## src/rtl/istate_bank_if.sv

```systemverilog
// istate_bank_if: access, privilege-level and save/restore signals of the internal-state bank
interface istate_bank_if #(
    parameter int DATA_W = 64,
    parameter int ADDR_W = 6,
    parameter int PL_W   = 4
);
    logic              wr_en;
    logic [ADDR_W-1:0] wr_addr;
    logic [DATA_W-1:0] wr_data;
    logic [ADDR_W-1:0] rd1_addr;
    logic [DATA_W-1:0] rd1_out;
    logic [ADDR_W-1:0] rd2_addr;
    logic [DATA_W-1:0] rd2_out;
    logic              wr_pl_en;
    logic [PL_W-1:0]   wr_pl_data;
    logic [PL_W-1:0]   rd_pl_out;
    logic              save_req;
    logic              restore_req;
    logic              busy;
    logic              done;
    logic              wr_err;
    modport master (
        output wr_en, wr_addr, wr_data, rd1_addr, rd2_addr, wr_pl_en, wr_pl_data, save_req, restore_req,
        input  rd1_out, rd2_out, rd_pl_out, busy, done, wr_err
    );
    modport slave (
        input  wr_en, wr_addr, wr_data, rd1_addr, rd2_addr, wr_pl_en, wr_pl_data, save_req, restore_req,
        output rd1_out, rd2_out, rd_pl_out, busy, done, wr_err
    );
endinterface

```

## src/rtl/istate_bank.sv

```systemverilog
// istate_bank: internal-state register bank with shadow save/restore sequencer; ISTATE_BYPASS_EN adds same-cycle write-to-read bypass
module istate_bank #(
    parameter int DATA_W   = 64,
    parameter int NUM_REGS = 8,
    parameter int ADDR_W   = 6,
    parameter int PL_W     = 4
) (
    input logic          clk,
    input logic          rst,
    istate_bank_if.slave bus
);
    localparam int IDX_W = $clog2(NUM_REGS);
    typedef enum logic [1:0] {IDLE, SAVE, RESTORE, FIN} state_t;
    state_t            state, state_nxt;
    logic [IDX_W-1:0]  idx;
    logic [DATA_W-1:0] live [NUM_REGS];
    logic [DATA_W-1:0] shadow [NUM_REGS];
    logic [PL_W-1:0]   pl, pl_sh;
    logic [DATA_W-1:0] rd1_q, rd2_q;
    logic              idle, wr_ok, pl_ok, start_save, start_rest, last, wr_err_q;

    function automatic logic in_range(logic [ADDR_W-1:0] a);
        return a != '0 && 32'(a) < NUM_REGS;
    endfunction

    assign idle       = state == IDLE;
    assign wr_ok      = bus.wr_en && idle && in_range(bus.wr_addr);
    assign pl_ok      = bus.wr_pl_en && idle;
    assign start_save = idle && bus.save_req;
    assign start_rest = idle && bus.restore_req && !bus.save_req;
    assign last       = idx == IDX_W'(NUM_REGS - 1);
    assign rd1_q      = in_range(bus.rd1_addr) ? live[bus.rd1_addr[IDX_W-1:0]] : '0;
    assign rd2_q      = in_range(bus.rd2_addr) ? live[bus.rd2_addr[IDX_W-1:0]] : '0;
    assign bus.wr_err = wr_err_q;
`ifdef ISTATE_BYPASS_EN
    assign bus.rd1_out   = wr_ok && bus.rd1_addr == bus.wr_addr ? bus.wr_data : rd1_q;
    assign bus.rd2_out   = wr_ok && bus.rd2_addr == bus.wr_addr ? bus.wr_data : rd2_q;
    assign bus.rd_pl_out = pl_ok ? bus.wr_pl_data : pl;
`else
    assign bus.rd1_out   = rd1_q;
    assign bus.rd2_out   = rd2_q;
    assign bus.rd_pl_out = pl;
`endif

    // sequencer state register
    always_ff @(posedge clk) begin
        state <= rst ? IDLE : state_nxt;
    end

    // sequencer next state and status outputs; save wins over restore
    always_comb begin
        state_nxt = state;
        bus.busy  = !idle;
        bus.done  = state == FIN;
        case (state)
            IDLE:          state_nxt = start_save ? SAVE : start_rest ? RESTORE : IDLE;
            SAVE, RESTORE: state_nxt = last ? FIN : state;
            default:       state_nxt = IDLE;
        endcase
    end

    // live/shadow/pl storage, one entry copied per sequencer cycle, dropped-write flag
    always_ff @(posedge clk) begin
        if (rst) begin
            for (int i = 0; i < NUM_REGS; i++) begin
                live[i]   <= '0;
                shadow[i] <= '0;
            end
            pl       <= '0;
            pl_sh    <= '0;
            idx      <= '0;
            wr_err_q <= 1'b0;
        end else begin
            wr_err_q <= bus.wr_en && !wr_ok;
            if (wr_ok) live[bus.wr_addr[IDX_W-1:0]] <= bus.wr_data;
            if (start_save) pl_sh <= pl;
            pl <= start_rest ? pl_sh : pl_ok ? bus.wr_pl_data : pl;
            if (start_save || start_rest) idx <= IDX_W'(1);
            else if (!last && (state == SAVE || state == RESTORE)) idx <= idx + IDX_W'(1);
            if (state == SAVE) shadow[idx] <= live[idx];
            if (state == RESTORE) live[idx] <= shadow[idx];
        end
    end
endmodule

```

## src/flat_wrapper.sv

```systemverilog
// flat-port wrapper written by rule: the top's interface ports become plain ports
module istate_bank_flat 
#(
    parameter int DATA_W   = 64,
    parameter int NUM_REGS = 8,
    parameter int ADDR_W   = 6,
    parameter int PL_W     = 4
)
  (clk, rst, bus_wr_en, bus_wr_addr, bus_wr_data, bus_rd1_addr, bus_rd2_addr, bus_wr_pl_en, bus_wr_pl_data, bus_save_req, bus_restore_req, bus_rd1_out, bus_rd2_out, bus_rd_pl_out, bus_busy, bus_done, bus_wr_err);
  istate_bank_if #(.DATA_W(DATA_W), .ADDR_W(ADDR_W), .PL_W(PL_W)) bus_i ();
  input logic clk;
  input logic rst;
  input wire logic [$bits(bus_i.wr_en)-1:0] bus_wr_en;
  input wire logic [$bits(bus_i.wr_addr)-1:0] bus_wr_addr;
  input wire logic [$bits(bus_i.wr_data)-1:0] bus_wr_data;
  input wire logic [$bits(bus_i.rd1_addr)-1:0] bus_rd1_addr;
  input wire logic [$bits(bus_i.rd2_addr)-1:0] bus_rd2_addr;
  input wire logic [$bits(bus_i.wr_pl_en)-1:0] bus_wr_pl_en;
  input wire logic [$bits(bus_i.wr_pl_data)-1:0] bus_wr_pl_data;
  input wire logic [$bits(bus_i.save_req)-1:0] bus_save_req;
  input wire logic [$bits(bus_i.restore_req)-1:0] bus_restore_req;
  output wire logic [$bits(bus_i.rd1_out)-1:0] bus_rd1_out;
  output wire logic [$bits(bus_i.rd2_out)-1:0] bus_rd2_out;
  output wire logic [$bits(bus_i.rd_pl_out)-1:0] bus_rd_pl_out;
  output wire logic [$bits(bus_i.busy)-1:0] bus_busy;
  output wire logic [$bits(bus_i.done)-1:0] bus_done;
  output wire logic [$bits(bus_i.wr_err)-1:0] bus_wr_err;
  assign bus_i.wr_en = bus_wr_en;
  assign bus_i.wr_addr = bus_wr_addr;
  assign bus_i.wr_data = bus_wr_data;
  assign bus_i.rd1_addr = bus_rd1_addr;
  assign bus_i.rd2_addr = bus_rd2_addr;
  assign bus_i.wr_pl_en = bus_wr_pl_en;
  assign bus_i.wr_pl_data = bus_wr_pl_data;
  assign bus_i.save_req = bus_save_req;
  assign bus_i.restore_req = bus_restore_req;
  assign bus_rd1_out = bus_i.rd1_out;
  assign bus_rd2_out = bus_i.rd2_out;
  assign bus_rd_pl_out = bus_i.rd_pl_out;
  assign bus_busy = bus_i.busy;
  assign bus_done = bus_i.done;
  assign bus_wr_err = bus_i.wr_err;
  istate_bank #(.DATA_W(DATA_W), .NUM_REGS(NUM_REGS), .ADDR_W(ADDR_W), .PL_W(PL_W)) u_core (.clk(clk), .rst(rst), .bus(bus_i));
endmodule
```

## config.mk

```make
export PLATFORM = sky130hd
export DESIGN_NAME = istate_bank_flat
export DESIGN_NICKNAME = d
export VERILOG_FILES = /design/src/rtl/istate_bank_if.sv /design/src/rtl/istate_bank.sv /design/src/flat_wrapper.sv
export SDC_FILE = /design/constraint.sdc
export NUM_CORES = 2
export LEC_CHECK = 0
export ABC_CLOCK_PERIOD_IN_PS = 6500
export CORE_MARGIN = 4
export CORE_UTILIZATION = 42
export CTS_CLUSTER_DIAMETER = 120
export DETAILED_ROUTE_END_ITERATION = 6
export GPL_TIMING_DRIVEN = 1
export HOLD_SLACK_MARGIN = 0.12
export PLACE_DENSITY = 0.67
export SYNTH_ARGS = -nofsm -noshare
export SYNTH_HDL_FRONTEND = slang
export SYNTH_SLANG_ARGS = --single-unit
```

## constraint.sdc

```tcl
create_clock -name clk -period 6.5 [get_ports clk]
set_input_delay 1.3 -clock clk [delete_from_list [all_inputs] [get_ports clk]]
set_output_delay 1.3 -clock clk [all_outputs]
set_load 0.03 [all_outputs]
```

; ---- After elaboration in Yosys (flattened, before gate mapping)
; Memories as Yosys holds them, arrays and structs flattened.
; Index checks and enable logic that the tools add are counted.
[totals]
n_memories = 2
ff_bits = 14
wordCells = 75
output_inout_bits = 135
ram_bits = 1024
input_bits = 92
[classes]
n_eq_ne = 5
muxes = 30
magnitude_cmp = 3
n_reduce_logical = 28
addsub = 1
[mem_list]
columns = name, words, width, rd, rd_clocked_by_memory_dff, wr, line_no
row1 = u_core.live, 8, 64, 3, 0, 8, istate_bank.sv:16  ; logic [DATA_W-1:0] live [NUM_REGS];
row2 = u_core.shadow, 8, 64, 1, 0, 8, istate_bank.sv:17  ; logic [DATA_W-1:0] shadow [NUM_REGS];
[op_table]
columns = op, count
row1 = two-way mux 64 bit, 5
row2 = OR reduction 64 bit, 3
row3 = < comparator 6 x 4 -> 1 bit (second input constant), 3
row4 = nonzero test 6 bit, 3
row5 = two-way mux 1 bit, 16
row6 = logical AND 1 bit, 11
row7 = two-way mux 3 bit, 3
row8 = two-way mux 4 bit, 2
row9 = two-way mux 2 bit, 3
row10 = equality test 2 bit (second input constant), 2
row11 = zero test 1 bit, 4
row12 = one-hot mux 2 bit (2 select lines), 1
row13 = nonzero test 2 bit, 2
row14 = OR reduction 2 bit, 2
row15 = adder 3 x 1 -> 3 bit (second input constant), 1
row16 = equality test 3 bit (second input constant), 1
row17 = equality test 2 x 1 -> 1 bit (second input constant), 1
row18 = zero test 2 bit, 1
row19 = logical OR 1 bit, 2
row20 = inequality test 2 x 1 -> 1 bit (second input constant), 1

; ---- Depth between registers and ports, before layout
[logic_depth]
depth_word = 9
ltp_mapped = 9
mapped_depth_nobuf = 6

; ---- Worst setup path after synthesis
; No wires, ideal clock.
[synth_path]
path_type = input-to-reg
from = input port bus_wr_addr[5]
to = memory u_core.live[0][0], enable pin
path_slack_ps = 2215
path_stages = 6
arrival_ps = 3862
setup_time_ps = 423
path_buffers = 2
required_ps = 6077
cell_sequence = or2_2 -> o41ai_4 -> nand2_1 -> clkbuf_1 -> buf_2 -> nand2_1
[synth_lines]
columns = item, line_no
row1 = start: declaration, flat_wrapper.sv:14  ; input wire logic [$bits(bus_i.wr_addr)-1:0] bus_wr_addr;
row2 = end: declaration, istate_bank.sv:16

; ---- Final worst setup path
[layout_path]
from = input port bus_rd1_addr[3]
to = output port bus_rd1_out[33]
[layout_via]
elab_chain_cells = 3
word_cells_on_any_way = 4
classes_between = order compare (1) / mux (1) / reduce/logical (2)
[layout_rtl]
columns = item, line_no
row1 = start: declaration, flat_wrapper.sv:16  ; input wire logic [$bits(bus_i.rd1_addr)-1:0] bus_rd1_addr;
row2 = < comparator 6 x 4 -> 1 bit / nonzero test 6 bit (equally long branches), istate_bank.sv:23  ; return a != '0 && 32'(a) < NUM_REGS;
row3 = logical AND 1 bit (*), istate_bank.sv:23
row4 = two-way mux 64 bit (*), istate_bank.sv:32  ; assign rd1_q = in_range(bus.rd1_addr) ? live[bus.rd1_addr[IDX_W-1:0]] : '0;
row5 = end: declaration, flat_wrapper.sv:22  ; output wire logic [$bits(bus_i.rd1_out)-1:0] bus_rd1_out;
; Mark *: on every way between the ends. The rest lies on a longest branch, timed or not.

==> results by group <==
Status
  • Outcome: finished, violations left
  • Failing checks: DRC

Power and ir drop
  • Highest ir drop seen on vdd: 0.0002529 V
  • Leakage Power: 20.50 nW
  • Total power divided by cell area: 265.3 nW/um2

Clock tree
  • Number of resized instances in the post-cts repair step: 0
  • Clock network latency to the later pin of the worst-skew pair: 0.69 ns
  • CTS Hold Bufs: 0
  • Inserted Clock Buffers: 105
  • Buffer type at the clock tree root: sky130_fd_sc_hd__clkbuf_16
  • CTS tree: built
  • Maximum clock insertion buffer count: 3
  • Num Clock Sinks: 1038
  • H-tree lvl count: 3
  • Number of post-CTS setup repair buffers: 0
  • Clock-pin slew on the worst setup and hold paths: 0.06 ns

Logic synthesis
  • Multiplexer share of the synthesized area: 25.76%
  • Compound-cell area share of the yosys netlist: 1.820%
  • Combinational family with the most area after synthesis: multiplexers
  • Commonest register cell after synthesis: sky130_fd_sc_hd__edfxtp_1
  • Cell types with the largest area share after synthesis: sky130_fd_sc_hd__edfxtp_1 58%, sky130_fd_sc_hd__mux4_2 16%, sky130_fd_sc_hd__mux2i_1 7.2%
  • Basic-gate share of the synthesized area counting and, or, nand and nor cells: 11.10%
  • Synth warn: 0
  • Synthesized instance count: 3719
  • Fraction of post-synthesis cell area in the top cell type by area: 57.64%
  • Seq cells post-synth: 1038
  • List of most frequent post-synthesis cells: 1024 x sky130_fd_sc_hd__edfxtp_1, 778 x sky130_fd_sc_hd__nor2_1, 510 x sky130_fd_sc_hd__nor3_1
  • XOR/XNOR Fraction of Synth Area: 0.01642%
  • Dominant cell by count in the synthesized netlist: sky130_fd_sc_hd__edfxtp_1
  • EDFF count, synth: 1024
  • Sequential area share after synthesis: 58.16%
  • Summed instance area of the synthesized netlist: 53350 um2
  • Synth unique cells: 36
  • Mean instance size in the synthesized netlist: 14.35 um2
  • Area share of fa/ha/maj cells after synthesis: 0.1407%
  • Async set-or-reset flop fraction in the synthesized netlist: 0%
  • Synthesized netlist net count: 3817
  • Most area-hungry cell type in the Yosys netlist: sky130_fd_sc_hd__edfxtp_1

Place
  • Port Buffer Count: 226
  • DP Worst Slack: 1.252 ns
  • DP HPWL: 88180 um
  • Placed cell area: 57220 um2
  • Final weighted congestion of routability-driven global placement: 0.7985

Setup path
  • Worst reg-to-reg path cell count: 6
  • Kind of end point of the critical path: output pin
  • Launch point of the critical path: bus_rd1_addr[3]
  • Reg-to-reg critical path endpoint: u_core.live[6][43]$_SDFFCE_PN0P_
  • Setup slack of the most critical reg-to-reg path: 2.30 ns
  • Required time at the endpoint of the critical path: 5.20 ns
  • Largest fanout of any net on the critical path: 35
  • Reg-to-reg startpoint: u_core.state[0]$_SDFFE_PP0N_
  • Worst setup path category: in2out
  • Launching element type of the critical path: input pin
  • Endpoint of the most critical setup path: bus_rd1_out[33]
  • Data arrival time of the worst path: 3.99 ns

Timing
  • Max Freq: 189.0 MHz
  • Shortest period the worst path allows: 5.291 ns
  • RSZ-0062 raised after global routing: no
  • Slew @ Worst Pin: 1.321 ns
  • Final Hold Violating Endpoints: 0
  • Final Cycle Share: 81.40%
  • Clock Skews: 0.02546 ns
  • Worst slew margin: 11.28%
  • Number of setup violations in the final report: 0
  • Count of final max-slew check failures: 0
  • Final setup TNS: 0 ns
  • Final worst-path setup slack: 1.209 ns

Floorplan
  • Initial Util: 42.38%
  • DIE HEIGHT: 364.4 um
  • Width of the die: 364.4 um
  • Number of standard-cell rows in the floorplan: 130
  • Overall die area: 132800 um2
  • Core area: 125900 um2
  • Ports: 227

Finish
  • Post-route cell area: 60610 um2
  • Final-stage net count: 3919
  • Filler instances: 10790
  • Share of post-route cells with drive strength above 1: 18.64%
  • Utilization after layout: 48.14%
  • Synthesis-to-layout area growth: 13.60%

Drt
  • Total detailed-routing wirelength: 164200 um
  • Number of DRC violations after detailed-routing iteration 0: 4656
  • Overall via count from detail_route: 35550
  • DRC violation count after routing: 12
  • Router iterations before antenna repair: 7
  • Avg WL per Cell: 29.56 um
  • Via-per-instance ratio: 6.398
  • Count of nets left with antenna violations after detail routing: 0

Global routing
  • Global-route wire length before repair: 238500 um
  • Total congestion overflow: 0
  • Initial antenna violation count: 0
  • Overall global routing resource usage: 24.26%
  • Number of global-route vias before repair: 35690
  • Maximum number of pins on one net before global-route repair: 102

Worst hold path
  • Classification of the worst-slack hold path: reg2reg

Run
  • Count of maximum capacitance violations: 0
==> where the power goes <==
part	leakage (nW)	total [W]	switching, W	internal (W)
sequential	10.7	0.00777	0.000151	0.00762
clock	1.65	0.00608	0.00262	0.00346
combinational	8.15	0.00223	0.00133	0.000898
==> worst min path at each step <==
stage                            startpoint                           end  slack (ns)  depth (start not counted)
2_1_floorplan  u_core.pl_sh[0]$_SDFFE_PP0P_  u_core.pl_sh[0]$_SDFFE_PP0P_        0.44                          2
3_3_place_gp   u_core.pl_sh[3]$_SDFFE_PP0P_  u_core.pl_sh[3]$_SDFFE_PP0P_        0.44                          2
3_5_place_dp   u_core.pl_sh[0]$_SDFFE_PP0P_  u_core.pl_sh[0]$_SDFFE_PP0P_        0.45                          2
4_1_cts        u_core.pl_sh[0]$_SDFFE_PP0P_  u_core.pl_sh[0]$_SDFFE_PP0P_        0.46                          2
5_1_grt        u_core.pl_sh[3]$_SDFFE_PP0P_  u_core.pl_sh[3]$_SDFFE_PP0P_        0.49                          2
6_report       u_core.pl_sh[3]$_SDFFE_PP0P_  u_core.pl_sh[3]$_SDFFE_PP0P_        0.46                          2
==> layout make-up <==
cell class	count	area [um2]	share of cell area [%]
Antenna cell	1	2.502	0.004129
Clock buffer	121	2709	4.469
Clock inverter	70	674.4	1.113
Inverter	5	18.77	0.03097
Multi-Input combinational cell	2369	21050	34.72
Sequential cell	1038	31040	51.22
Tap cell	1650	2064	3.406
Timing Repair Buffer	302	3053	5.037
==> placed cells by master, fill, tap and decap left out, types with 5 or more instances in the layout <==
master,count
sky130_fd_sc_hd__edfxtp_1,1024
sky130_fd_sc_hd__nor2_1,778
sky130_fd_sc_hd__nor3_1,510
sky130_fd_sc_hd__mux2i_1,386
sky130_fd_sc_hd__mux4_2,384
sky130_fd_sc_hd__clkdlybuf4s50_1,220
sky130_fd_sc_hd__o22ai_1,128
sky130_fd_sc_hd__clkbuf_16,106
sky130_fd_sc_hd__buf_4,61
sky130_fd_sc_hd__mux2i_4,40
sky130_fd_sc_hd__nand2_4,28
sky130_fd_sc_hd__clkinv_1,28
sky130_fd_sc_hd__mux2i_2,24
sky130_fd_sc_hd__clkinv_2,18
sky130_fd_sc_hd__buf_12,17
sky130_fd_sc_hd__nand2_1,16
sky130_fd_sc_hd__clkbuf_1,15
sky130_fd_sc_hd__bufinv_16,12
sky130_fd_sc_hd__a21oi_1,11
sky130_fd_sc_hd__dfxtp_1,11
sky130_fd_sc_hd__nand3_1,9
sky130_fd_sc_hd__ha_1,6
sky130_fd_sc_hd__inv_1,5
sky130_fd_sc_hd__nand3b_1,5
sky130_fd_sc_hd__nor4_1,5
==> metal layers <==
layer,track usage [%],routed length [um],vias to the layer above
met5,0,0,-
met4,7.580,4946,0
met3,4.467,18590,334
met2,39.22,77490,2298
met1,33.56,63200,18200
li1,-,-,14720
==> cell families after synthesis <==
group | after synthesis
and+or+nand+nor | 1378
DFF | 1038
muxes | 834
buffers and inverters | 312
AOI/OAI and AO/OA | 150
adders and majority gates | 6
xor gates and xnor gates | 1
==> critical path, cell delays in order <==
cell and delay [ns]:
sky130_fd_sc_hd__clkdlybuf4s50_1 0.39, sky130_fd_sc_hd__or4_2 1.05, sky130_fd_sc_hd__buf_12 0.32, sky130_fd_sc_hd__nor2_1 0.17, sky130_fd_sc_hd__clkdlybuf4s50_1 0.70
==> through the flow <==
stage	total power [W]	hold WS (ns)	cells
after global routing	0.01651	0.4929	5555
after global placement	0.01008	0.4435	5364
after floorplan	0.009434	0.4367	3719
after detailed placement	0.01012	0.4474	5364
after CTS	0.01609	0.4563	5555
final	0.01608	0.4567	5556
==> flip-flops by register name (all words and copies together) (netlist names) <==
name and cells:
u_core.bus.rd_pl_out 4, u_core.bus.wr_err 1, u_core.idx 3, u_core.live 512
u_core.pl_sh 4, u_core.shadow 512, u_core.state 2
(Power assumes the default switching activity.)
